[config.mk]
export PLATFORM = sky130hd
export DESIGN_NAME = sensor_frame_parser_flat
export DESIGN_NICKNAME = d
export VERILOG_FILES = /design/src/rtl/sensor_frame_parser_pkg.sv /design/src/rtl/sensor_frame_parser_if.sv /design/src/rtl/sensor_frame_parser_gap_timer.sv /design/src/rtl/sensor_frame_parser.sv /design/src/flat_wrapper.sv
export SDC_FILE = /design/constraint.sdc
export NUM_CORES = 1
export LEC_CHECK = 0
export BUFFER_PORTS_ARGS = -buffer_cell sky130_fd_sc_hd__buf_2
export CELL_PAD_IN_SITES_DETAIL_PLACEMENT = 1
export CELL_PAD_IN_SITES_GLOBAL_PLACEMENT = 2
export CORE_AREA = 2 2 96 167
export DETAILED_ROUTE_END_ITERATION = 10
export DIE_AREA = 0 0 98 169
export PLACE_DENSITY_LB_ADDON = 0.3
export SLEW_MARGIN = 20
export SYNTH_ARGS = -nofsm -noshare
export SYNTH_HDL_FRONTEND = slang
export SYNTH_HIERARCHICAL = 1
export SYNTH_SLANG_ARGS = --single-unit
export TNS_END_PERCENT = 20
[constraint.sdc]
create_clock -name clk_uart -period 3.3 [get_ports clk_uart]
set_input_delay 0.165 -clock clk_uart [delete_from_list [all_inputs] [get_ports clk_uart]]
set_output_delay 0.165 -clock clk_uart [all_outputs]
set_load 0.03 [all_outputs]
[src/rtl/sensor_frame_parser_pkg.sv]
// Shared constants, types and helpers for the sensor frame parser.
package sensor_pkg;

  localparam logic [7:0] FRAME_HEADER  = 8'h55;
  localparam logic [7:0] TYPE_ACCEL    = 8'h51;
  localparam logic [7:0] TYPE_ANGLE    = 8'h53;
  localparam int         PAYLOAD_BYTES = 8;

  typedef enum logic [1:0] {
    HUNT,
    TYPE,
    PAYLOAD,
    CHECK
  } parser_state_t;

  // Payload buffer: byte 0 is the first byte after the type byte.
  typedef logic [PAYLOAD_BYTES-1:0][7:0] payload_t;

  // Reassemble a little-endian int16 word (axis 0..3) from the payload.
  function automatic logic [15:0] payload_word(input payload_t p, input logic [1:0] axis);
    logic [2:0] lo;
    lo = {axis, 1'b0};
    return {p[lo + 3'd1], p[lo]};
  endfunction

endpackage

[src/rtl/sensor_frame_parser_if.sv]
// Byte stream from the UART receiver into the frame parser.
interface sensor_frame_parser_if;

  logic [7:0] rx_data;
  logic       rx_valid;

  modport master (output rx_data, output rx_valid);
  modport slave  (input  rx_data, input  rx_valid);

endinterface

[src/rtl/sensor_frame_parser_gap_timer.sv]
// Saturating idle counter: counts up to LIMIT and holds; clear restarts it
// from zero. PRESET_FULL makes it come out of reset already expired.
module gap_timer #(
  parameter int LIMIT       = 4096,
  parameter bit PRESET_FULL = 1'b0
) (
  input  logic clk,
  input  logic rst_n,
  input  logic clear,
  output logic expired
);

  localparam int             W       = $clog2(LIMIT + 1);
  localparam logic [W-1:0]   LIMIT_W = W'(LIMIT);

  logic [W-1:0] count_q, count_d;

  // Next count: clear wins, otherwise step until the limit is reached.
  always_comb begin
    count_d = count_q;
    if (clear) begin
      count_d = '0;
    end else if (count_q != LIMIT_W) begin
      count_d = count_q + W'(1);
    end
  end

  // Count register, preset to full for timers that must start expired.
  always_ff @(posedge clk or negedge rst_n) begin
    if (!rst_n) begin
      count_q <= PRESET_FULL ? LIMIT_W : '0;
    end else begin
      count_q <= count_d;
    end
  end

  assign expired = (count_q == LIMIT_W);

endmodule

[src/rtl/sensor_frame_parser.sv]
// Reassembles 11-byte sensor frames, verifies the checksum and publishes one
// accel axis and one angle axis, plus error pulses and link liveness.
module sensor_frame_parser
  import sensor_pkg::*;
#(
  parameter int ACCEL_AXIS   = 1,
  parameter int ANGLE_AXIS   = 2,
  parameter int BYTE_TIMEOUT = 4096,
  parameter int LINK_TIMEOUT = 2**20
) (
  input  logic                        clk_uart,
  input  logic                        rst_n,
  sensor_frame_parser_if.slave        rx,
  output logic [15:0]                 acceleration,
  output logic [15:0]                 direction,
  output logic                        accel_update,
  output logic                        dir_update,
  output logic                        frame_error,
  output logic [7:0]                  error_count,
  output logic                        link_alive
);

  parser_state_t state_q, state_d;
  logic [2:0]    idx_q, idx_d;
  logic [7:0]    checksum_q, checksum_d;
  payload_t      payload_q, payload_d;
  logic          is_angle_q, is_angle_d;
  logic [15:0]   acceleration_q, acceleration_d;
  logic [15:0]   direction_q, direction_d;
  logic          accel_update_q, accel_update_d;
  logic          dir_update_q, dir_update_d;
  logic          frame_error_q, frame_error_d;
  logic [7:0]    error_count_q, error_count_d;

  logic          good_frame;
  logic          byte_expired;
  logic          link_expired;
  logic          byte_clear;

  // The gap timer only matters inside a frame; it is held at zero while
  // hunting and restarted by every byte or by its own expiry.
  assign byte_clear = rx.rx_valid || (state_q == HUNT) || byte_expired;

  gap_timer #(
    .LIMIT       (BYTE_TIMEOUT),
    .PRESET_FULL (1'b0)
  ) u_byte_timer (
    .clk     (clk_uart),
    .rst_n   (rst_n),
    .clear   (byte_clear),
    .expired (byte_expired)
  );

  gap_timer #(
    .LIMIT       (LINK_TIMEOUT),
    .PRESET_FULL (1'b1)
  ) u_link_timer (
    .clk     (clk_uart),
    .rst_n   (rst_n),
    .clear   (good_frame),
    .expired (link_expired)
  );

  // Frame state machine: byte handling has priority over the byte timeout.
  always_comb begin
    state_d        = state_q;
    idx_d          = idx_q;
    checksum_d     = checksum_q;
    payload_d      = payload_q;
    is_angle_d     = is_angle_q;
    acceleration_d = acceleration_q;
    direction_d    = direction_q;
    accel_update_d = 1'b0;
    dir_update_d   = 1'b0;
    frame_error_d  = 1'b0;
    good_frame     = 1'b0;

    if (rx.rx_valid) begin
      unique case (state_q)
        HUNT: begin
          if (rx.rx_data == FRAME_HEADER) begin
            checksum_d = FRAME_HEADER;
            state_d    = TYPE;
          end
        end
        TYPE: begin
          if (rx.rx_data == FRAME_HEADER) begin
            checksum_d = FRAME_HEADER;
          end else if (rx.rx_data == TYPE_ACCEL || rx.rx_data == TYPE_ANGLE) begin
            is_angle_d = (rx.rx_data == TYPE_ANGLE);
            checksum_d = checksum_q + rx.rx_data;
            idx_d      = 3'd0;
            state_d    = PAYLOAD;
          end else begin
            state_d = HUNT;
          end
        end
        PAYLOAD: begin
          payload_d[idx_q] = rx.rx_data;
          checksum_d       = checksum_q + rx.rx_data;
          idx_d            = idx_q + 3'd1;
          if (idx_q == 3'(PAYLOAD_BYTES - 1)) begin
            state_d = CHECK;
          end
        end
        CHECK: begin
          state_d = HUNT;
          if (rx.rx_data == checksum_q) begin
            good_frame = 1'b1;
            if (is_angle_q) begin
              direction_d  = payload_word(payload_q, 2'(ANGLE_AXIS));
              dir_update_d = 1'b1;
            end else begin
              acceleration_d = payload_word(payload_q, 2'(ACCEL_AXIS));
              accel_update_d = 1'b1;
            end
          end else begin
            frame_error_d = 1'b1;
          end
        end
        default: state_d = HUNT;
      endcase
    end else if (byte_expired && state_q != HUNT) begin
      state_d       = HUNT;
      frame_error_d = 1'b1;
    end

    error_count_d = error_count_q;
    if (frame_error_d && error_count_q != 8'hFF) begin
      error_count_d = error_count_q + 8'd1;
    end
  end

  // Parser and output registers; reset drops any partial frame.
  always_ff @(posedge clk_uart or negedge rst_n) begin
    if (!rst_n) begin
      state_q        <= HUNT;
      idx_q          <= 3'd0;
      checksum_q     <= 8'd0;
      payload_q      <= '0;
      is_angle_q     <= 1'b0;
      acceleration_q <= 16'd0;
      direction_q    <= 16'd0;
      accel_update_q <= 1'b0;
      dir_update_q   <= 1'b0;
      frame_error_q  <= 1'b0;
      error_count_q  <= 8'd0;
    end else begin
      state_q        <= state_d;
      idx_q          <= idx_d;
      checksum_q     <= checksum_d;
      payload_q      <= payload_d;
      is_angle_q     <= is_angle_d;
      acceleration_q <= acceleration_d;
      direction_q    <= direction_d;
      accel_update_q <= accel_update_d;
      dir_update_q   <= dir_update_d;
      frame_error_q  <= frame_error_d;
      error_count_q  <= error_count_d;
    end
  end

  assign acceleration = acceleration_q;
  assign direction    = direction_q;
  assign accel_update = accel_update_q;
  assign dir_update   = dir_update_q;
  assign frame_error  = frame_error_q;
  assign error_count  = error_count_q;
  assign link_alive   = ~link_expired;

endmodule
[src/flat_wrapper.sv]
// flat-port wrapper written by rule: the top's interface ports become plain ports
module sensor_frame_parser_flat import sensor_pkg::*;
#(
  parameter int ACCEL_AXIS   = 1,
  parameter int ANGLE_AXIS   = 2,
  parameter int BYTE_TIMEOUT = 4096,
  parameter int LINK_TIMEOUT = 2**20
)
  (clk_uart, rst_n, acceleration, direction, accel_update, dir_update, frame_error, error_count, link_alive, rx_rx_data, rx_rx_valid);
  sensor_frame_parser_if rx_i ();
  input  logic clk_uart;
  input  logic rst_n;
  output logic [15:0] acceleration;
  output logic [15:0] direction;
  output logic accel_update;
  output logic dir_update;
  output logic frame_error;
  output logic [7:0] error_count;
  output logic link_alive;
  input wire logic [$bits(rx_i.rx_data)-1:0] rx_rx_data;
  input wire logic [$bits(rx_i.rx_valid)-1:0] rx_rx_valid;
  assign rx_i.rx_data = rx_rx_data;
  assign rx_i.rx_valid = rx_rx_valid;
  sensor_frame_parser #(.ACCEL_AXIS(ACCEL_AXIS), .ANGLE_AXIS(ANGLE_AXIS), .BYTE_TIMEOUT(BYTE_TIMEOUT), .LINK_TIMEOUT(LINK_TIMEOUT)) u_core (.clk_uart(clk_uart), .rst_n(rst_n), .rx(rx_i), .acceleration(acceleration), .direction(direction), .accel_update(accel_update), .dir_update(dir_update), .frame_error(frame_error), .error_count(error_count), .link_alive(link_alive));
endmodule
==> results by group, run 1 <==
Clocking
  – Clock Sinks: 123
  – Post-CTS Setup Inserts: 0
  – TritonCTS clock tree: yes
  – Clock Root Buffer: clkbuf_16
  – CTS buffer count: 17
  – Maximum count of clock buffers along a single path: 2
  – Number of gates resized after cts: 0
  – H-tree levels: 4
  – Number of buffers inserted for hold repair after clock tree synthesis: 1
  – Clock-pin slew of the registers on the worst-case setup and hold paths: 0.06 ns
  – Clock network latency to the later pin of the worst-skew pair: 0.42 ns

Layout
  – Most frequent cells in the layout: dfrtp_1, mux2_2, buf_2, nor2_1, nand2_1
  – Post-synthesis to final-layout area growth: 19.1%
  – Fraction of layout cells with a size suffix above 1: 29.0%
  – Post-route non-filler standard cell count: 782
  – Most frequent standard cell in the layout excluding fill and tap cells: dfrtp_1
  – Diodes inserted: 0
  – Nets: 615
  – Post-route core utilization: 46.6%
  – Number of fill cells: 1,658
  – Design area: 7090 um^2

STA
  – Final setup TNS: 0 ns
  – Unrepaired setup endpoints after global routing: no
  – Slew Limit Headroom: 42.2%
  – Hold Slack: 0.134 ns
  – Hold violation total from the final report: 0
  – Share of the clock period used by the worst path: 83.1%
  – Final number of setup-violating endpoints: 0
  – Final WS setup: 0.559 ns
  – Fin crit period: 2.74 ns
  – Least-Margin Pin Slew: 0.864 ns
  – Slew Limit Fails: 0
  – Fmax achieved: 365 MHz
  – Worst clock skew: 0.0133 ns

Worst setup path
  – FF-to-FF Start: u_core/u_byte_timer/count_q[0]$_DFFE_PN0P_
  – Kind of start point of the critical path: flop
  – Required time of the worst setup path: 3.59 ns
  – Critical Setup Path Class: reg2reg
  – Worst Path Arrival: 3.03 ns
  – CP max FO: 6
  – Worst setup path start: u_core/u_byte_timer/count_q[0]$_DFFE_PN0P_
  – Element type at the critical path end: flop

Power and ir drop
  – Switching power summed over all nets: 1.22 mW
  – Total power: 4.43 mW
  – Worst IR drop on VDD: 0.390 mV
  – Combinational cell fraction of total power: 15.0%
  – Leakage: 3.40 nW
  – Clock Power Share: 47.4%
  – Sw Share: 27.5%
  – Total internal power: 3.21 mW
  – Share of total power in sequential cells: 37.6%
  – Cell Pwr Density: 624 nW/um^2

Drt
  – DRT iter0 DRCs: 130
  – Number of design rule violations left after detail routing: 0
  – Via Count: 4,304
  – Count of nets left with antenna violations after detail routing: 0
  – Average vias per placed instance: 5.50
  – Post-DR wirelength/cell: 18.5 um
  – Total iterations of the first detailed-routing run: 4
  – Routed wire length: 14.5 mm

Die
  – Cell Rows: 60
  – Overall die area: 16,600 um^2
  – Initial standard-cell utilization of the core: 39.1%
  – Chip height: 169 um
  – # IOs: 55
  – Area of the core: 15,200 um^2
  – Die width: 98 um

Synth
  – Number of warnings printed during yosys synthesis: 6
  – Post-synthesis cell count: 521
  – Count of unique library cells instantiated by Yosys: 60
  – EDFF count, synth: 0
  – Synthesized area per cell: 11.4 um^2
  – Cell Area, Synth: 5950 um^2
  – Fraction of synthesis flops using an asynchronous set or reset pin: 100%
  – Sequential area share after synthesis: 51.7%
  – Leading cell types by total area after synthesis: dfrtp_1, mux2_2, ha_1, nor2_1, xor2_1
  – Flip-flop cell with the highest count after synthesis: dfrtp_1
  – Share of Yosys cell area claimed by the top area cell type: 51.3%
  – Flop and latch count out of synthesis: 123
  – Nets in the synthesized netlist: 553
  – Leading area contributor after synthesis: dfrtp_1

Placed design
  – Dpl cells: 749
  – Number of buffer cells added on primary ports: 54
  – Routability cong.: 0.751
  – Post-Place Cell Area: 6420 um^2
  – Pre-CTS setup slack: 0.600 ns
  – Half-perimeter wire length after detailed placement: 9.98 mm

Global routing
  – Combined global-route utilization of all metal layers: 18.5%
  – First-pass GRT wire length: 24.5 mm
  – Pin count of the biggest net entering global routing: 68
  – Antenna violations before repair: 0
  – Number of global-route vias before repair: 4,838
  – Total grt overflow: 0

Flow run
  – Number of max-cap violations: 0

Worst hold path
  – HP Class: in2reg
  – Hold Startpoint: rx_rx_data[4]

Run status
  – Run status: complete, no violations
## cell families after synthesis
family	synth area share, %
DFF	51.7
and+or+nand+nor	15.6
adders and majority gates	4.54
xor gates and xnor gates	3.38
muxes	14.1
AOI/OAI and AO/OA	8.05
buffers and inverters	2.63
## area by class of cell
class / count / area [um^2] / share of cell area (%)
timing repair buffer: 59 / 325 / 4.59
tap: 186 / 233 / 3.28
inverter: 19 / 71.3 / 1.01
sequential: 123 / 3080 / 43.4
clock inverter: 14 / 231 / 3.26
clock buffer: 18 / 429 / 6.05
multi-input combinational: 363 / 2730 / 38.4
## power groups by stage
stage	clock network, mW	logic [mW]	registers [mW]
6_report	2.10	0.664	1.67
5_1_grt	2.20	0.749	1.68
4_1_cts	2.15	0.674	1.67
3_5_place_dp	0	0.663	1.69
3_3_place_gp	0	0.637	1.69
2_1_floorplan	0	0.469	1.67
## registers in the layout (all words and copies together) (netlist names)
signal,flops
u_core/accel_update,1
u_core/acceleration,16
u_core/checksum_q,8
u_core/dir_update,1
u_core/direction,16
u_core/error_count,8
u_core/frame_error,1
u_core/idx_q,3
u_core/is_angle_q,1
u_core/payload_q,32
u_core/state_q,2
u_core/u_byte_timer/count_q,13
u_core/u_link_timer/count_q,21
## routing by layer
layer  part of all wire [%]  global-route usage [%]  vias to the layer above
met1                     39                    19.5                     2206
met5                      0                       0                        -
li1                       -                       -                     2001
met4                    3.0                    8.57                        0
met3                    2.6                    3.39                       32
met2                     56                    35.1                       65
## final timing paths
check / end / depth (start not counted) / slack, ns
min in group asynchronous: u_core/u_byte_timer/count_q[8]$_DFFE_PN0P_ / 2 / 0.36
worst max-delay path: u_core/error_count[7]$_DFFE_PN0P_ / 9 / 0.56
worst min-delay path: u_core/payload_q[28]$_DFFE_PN0P_ / 2 / 0.13
worst max register to register: u_core/error_count[7]$_DFFE_PN0P_ / 9 / 0.56
max in group asynchronous: u_core/u_link_timer/count_q[20]$_DFFE_PN1P_ / 3 / 2.10
worst min register to register: u_core/checksum_q[0]$_DFFE_PN0P_ / 1 / 0.49
## cells in the mapped netlist, drive strengths merged (13+ instances only)
master	number
or3	13
o21ai	22
nor2	35
nand2	31
inv	19
mux2	70
a21oi	24
xor2	14
nand3	25
ha	20
dfrtp	122
## critical path, stage by stage (launching register included)
cell and delay [ns]:
dfrtp_1 0.44, inv_1 0.12, ha_1 0.15, nor4b_1 0.22
and3_1 0.35, or3b_2 0.50, a2bb2oi_1 0.23, nand2_2 0.13
or3_1 0.37, xnor2_1 0.13
Note: power is estimated with default switching activity, not from simulation.
==> inputs of run 2 (changes only) <==
==> constraint.sdc (replaced) <==
create_clock -name clk_uart -period 2.7 [get_ports clk_uart]
set_input_delay 0.135 -clock clk_uart [delete_from_list [all_inputs] [get_ports clk_uart]]
set_output_delay 0.135 -clock clk_uart [all_outputs]
set_load 0.03 [all_outputs]
==> run 2 against run 1 <==
Setup slack lost 0.33 ns; clock power grew 9%; first-iteration DRC count shrank 38%; final cell count grew 2.0%; sequential share of layout area shrank 0.51 points; core utilization grew 0.56 points; wire length grew 4.4%; combinational power grew 28%; total power grew 17%.
==> results by group, run 2 (same netlist as run 1, synthesis figures left out) <==
Run status
  – Run status: complete, no violations

Layout
  – Flip-flop count of the largest register, all copies and words added: 32
  – Post-route core utilization: 47.1%
  – Post-synthesis to final-layout area growth: 20.6%
  – Most frequent cells in the layout: dfrtp_1, mux2_2, buf_2, nor2_1, nand2_1
  – Most frequent standard cell in the layout excluding fill and tap cells: dfrtp_1
  – Biggest registers after layout: u_core/payload_q: 32 flops, u_core/u_link_timer/count_q: 21 flops
  – Nets: 631
  – Number of fill cells: 1,663
  – Largest reg by FF count: u_core/payload_q
  – Diodes inserted: 0
  – Fraction of layout cells with a size suffix above 1: 31.5%

Drt
  – Total iterations of the first detailed-routing run: 5
  – Post-DR wirelength/cell: 18.9 um
  – Average vias per placed instance: 5.42
  – Routed wire length: 15.1 mm
  – Via Count: 4,325
  – Number of design rule violations left after detail routing: 0
  – DRT iter0 DRCs: 80
  – Count of nets left with antenna violations after detail routing: 0

STA
  – Hold Slack: 0.0911 ns
  – Share of the clock period used by the worst path: 91.6%
  – Unrepaired setup endpoints after global routing: no
  – Slew Limit Headroom: 49.3%
  – Slew Limit Fails: 0
  – Fmax achieved: 404 MHz
  – Final number of setup-violating endpoints: 0
  – Fin crit period: 2.47 ns
  – Hold violation total from the final report: 0
  – Worst clock skew: 0.0116 ns
  – Least-Margin Pin Slew: 0.760 ns
  – Final setup TNS: 0 ns

Clocking
  – TritonCTS clock tree: yes
  – Clock network latency to the later pin of the worst-skew pair: 0.42 ns
  – Clock Sinks: 123
  – CTS buffer count: 17
  – Maximum count of clock buffers along a single path: 2
  – Clock Root Buffer: clkbuf_16
  – Clock-pin slew of the registers on the worst-case setup and hold paths: 0.06 ns
  – H-tree levels: 4

Placed design
  – Routability cong.: 0.813
  – Number of buffer cells added on primary ports: 54
  – Half-perimeter wire length after detailed placement: 10.9 mm

Worst setup path
  – Master of the slowest instance on the critical path: or3b_2
  – Buffers & Inverters on Critical Path: 1
  – Family with the most delay on the worst path: simple AND/OR/NAND/NOR gates
  – Kind of start point of the critical path: flop
  – Sequence of cells on the critical path: inv_1 -> ha_1 -> nor4b_2 -> and3_4 -> or3b_2 -> a2bb2oi_2 -> nand2_2 -> or3_1 -> xnor2_1
  – Element type at the critical path end: flop
  – Critical Setup Path Class: reg2reg
  – FF-to-FF Start: u_core/u_byte_timer/count_q[0]$_DFFE_PN0P_
  – Required time of the worst setup path: 2.99 ns
  – Slowest stage delay, CP: 0.48 ns
  – CP max FO: 6
  – Worst setup path start: u_core/u_byte_timer/count_q[0]$_DFFE_PN0P_
  – Worst Path Arrival: 2.77 ns

Die
  – Cell Rows: 60
  – Initial standard-cell utilization of the core: 39.1%
  – # IOs: 55
  – Chip height: 169 um
  – Die width: 98 um
  – Area of the core: 15,200 um^2
  – Overall die area: 16,600 um^2

Power and ir drop
  – Worst IR drop on VDD: 0.428 mV
  – Leakage: 3.44 nW
  – Cell Pwr Density: 720 nW/um^2

Global routing
  – Pin count of the biggest net entering global routing: 55
  – Number of global-route vias before repair: 4,828
  – Total grt overflow: 0
  – Antenna violations before repair: 0
  – Combined global-route utilization of all metal layers: 19.2%
  – First-pass GRT wire length: 24.9 mm

Flow run
  – Number of max-cap violations: 0

Worst hold path
  – Hold Startpoint: rx_rx_data[4]
  – HP Class: in2reg
-- run 2: final timing paths --
path,to,slack [ns],cells past startpoint
setup / recovery,u_core/error_count[7]$_DFFE_PN0P_,0.23,9
hold / removal,u_core/payload_q[20]$_DFFE_PN0P_,0.09,2
setup reg to reg,u_core/error_count[7]$_DFFE_PN0P_,0.23,9
hold reg to reg,u_core/checksum_q[0]$_DFFE_PN0P_,0.50,1
max in group asynchronous,u_core/acceleration[8]$_DFFE_PN0P_,1.51,3
min in group asynchronous,u_core/u_link_timer/count_q[19]$_DFFE_PN0P_,0.33,2
-- run 2: final cells by class --
type,count,area (um^2),area share (%)
flip-flops and latches,123,3080,42.9
multi-input cells,363,2750,38.3
repair buffers,75,458,6.38
clock buffers,18,429,5.98
well taps,186,233,3.24
clock inverters,14,161,2.25
inverters,19,71.3,0.993
-- run 2: stage by stage --
step	instances	cell area [um^2]	worst slack, ns	power [mW]
3_5_place_dp	765	6560	0.0954	2.91
4_1_cts	798	7160	0.0860	5.23
5_1_grt	798	7180	0.0136	5.41
6_report	798	7180	0.226	5.17
3_3_place_gp	765	6560	0.195	2.87
2_1_floorplan	521	5950	0.208	2.62
-- run 2: layer usage --
layer | share of wire [%] | vias to the layer above | global-route usage, %
met3 | 2.6 | 19 | 3.63
met2 | 59 | 64 | 37.6
met5 | 0 | - | 0
li1 | - | 2034 | -
met1 | 37 | 2208 | 19.7
met4 | 1.9 | 0 | 6.94
-- run 2: timing repair --
action                                  in CTS  in global routing
gates resized for setup                      0                  4
endpoints found under the setup margin       0                  2
hold endpoints to repair                    51                  0
hold buffers                                 1                  0
buffers inserted                             0                  0
-- run 2: power by group --
group	internal, mW	switching (mW)	total, mW
clock	1.38	0.904	2.28
sequential	1.94	0.100	2.04
combinational	0.333	0.517	0.851
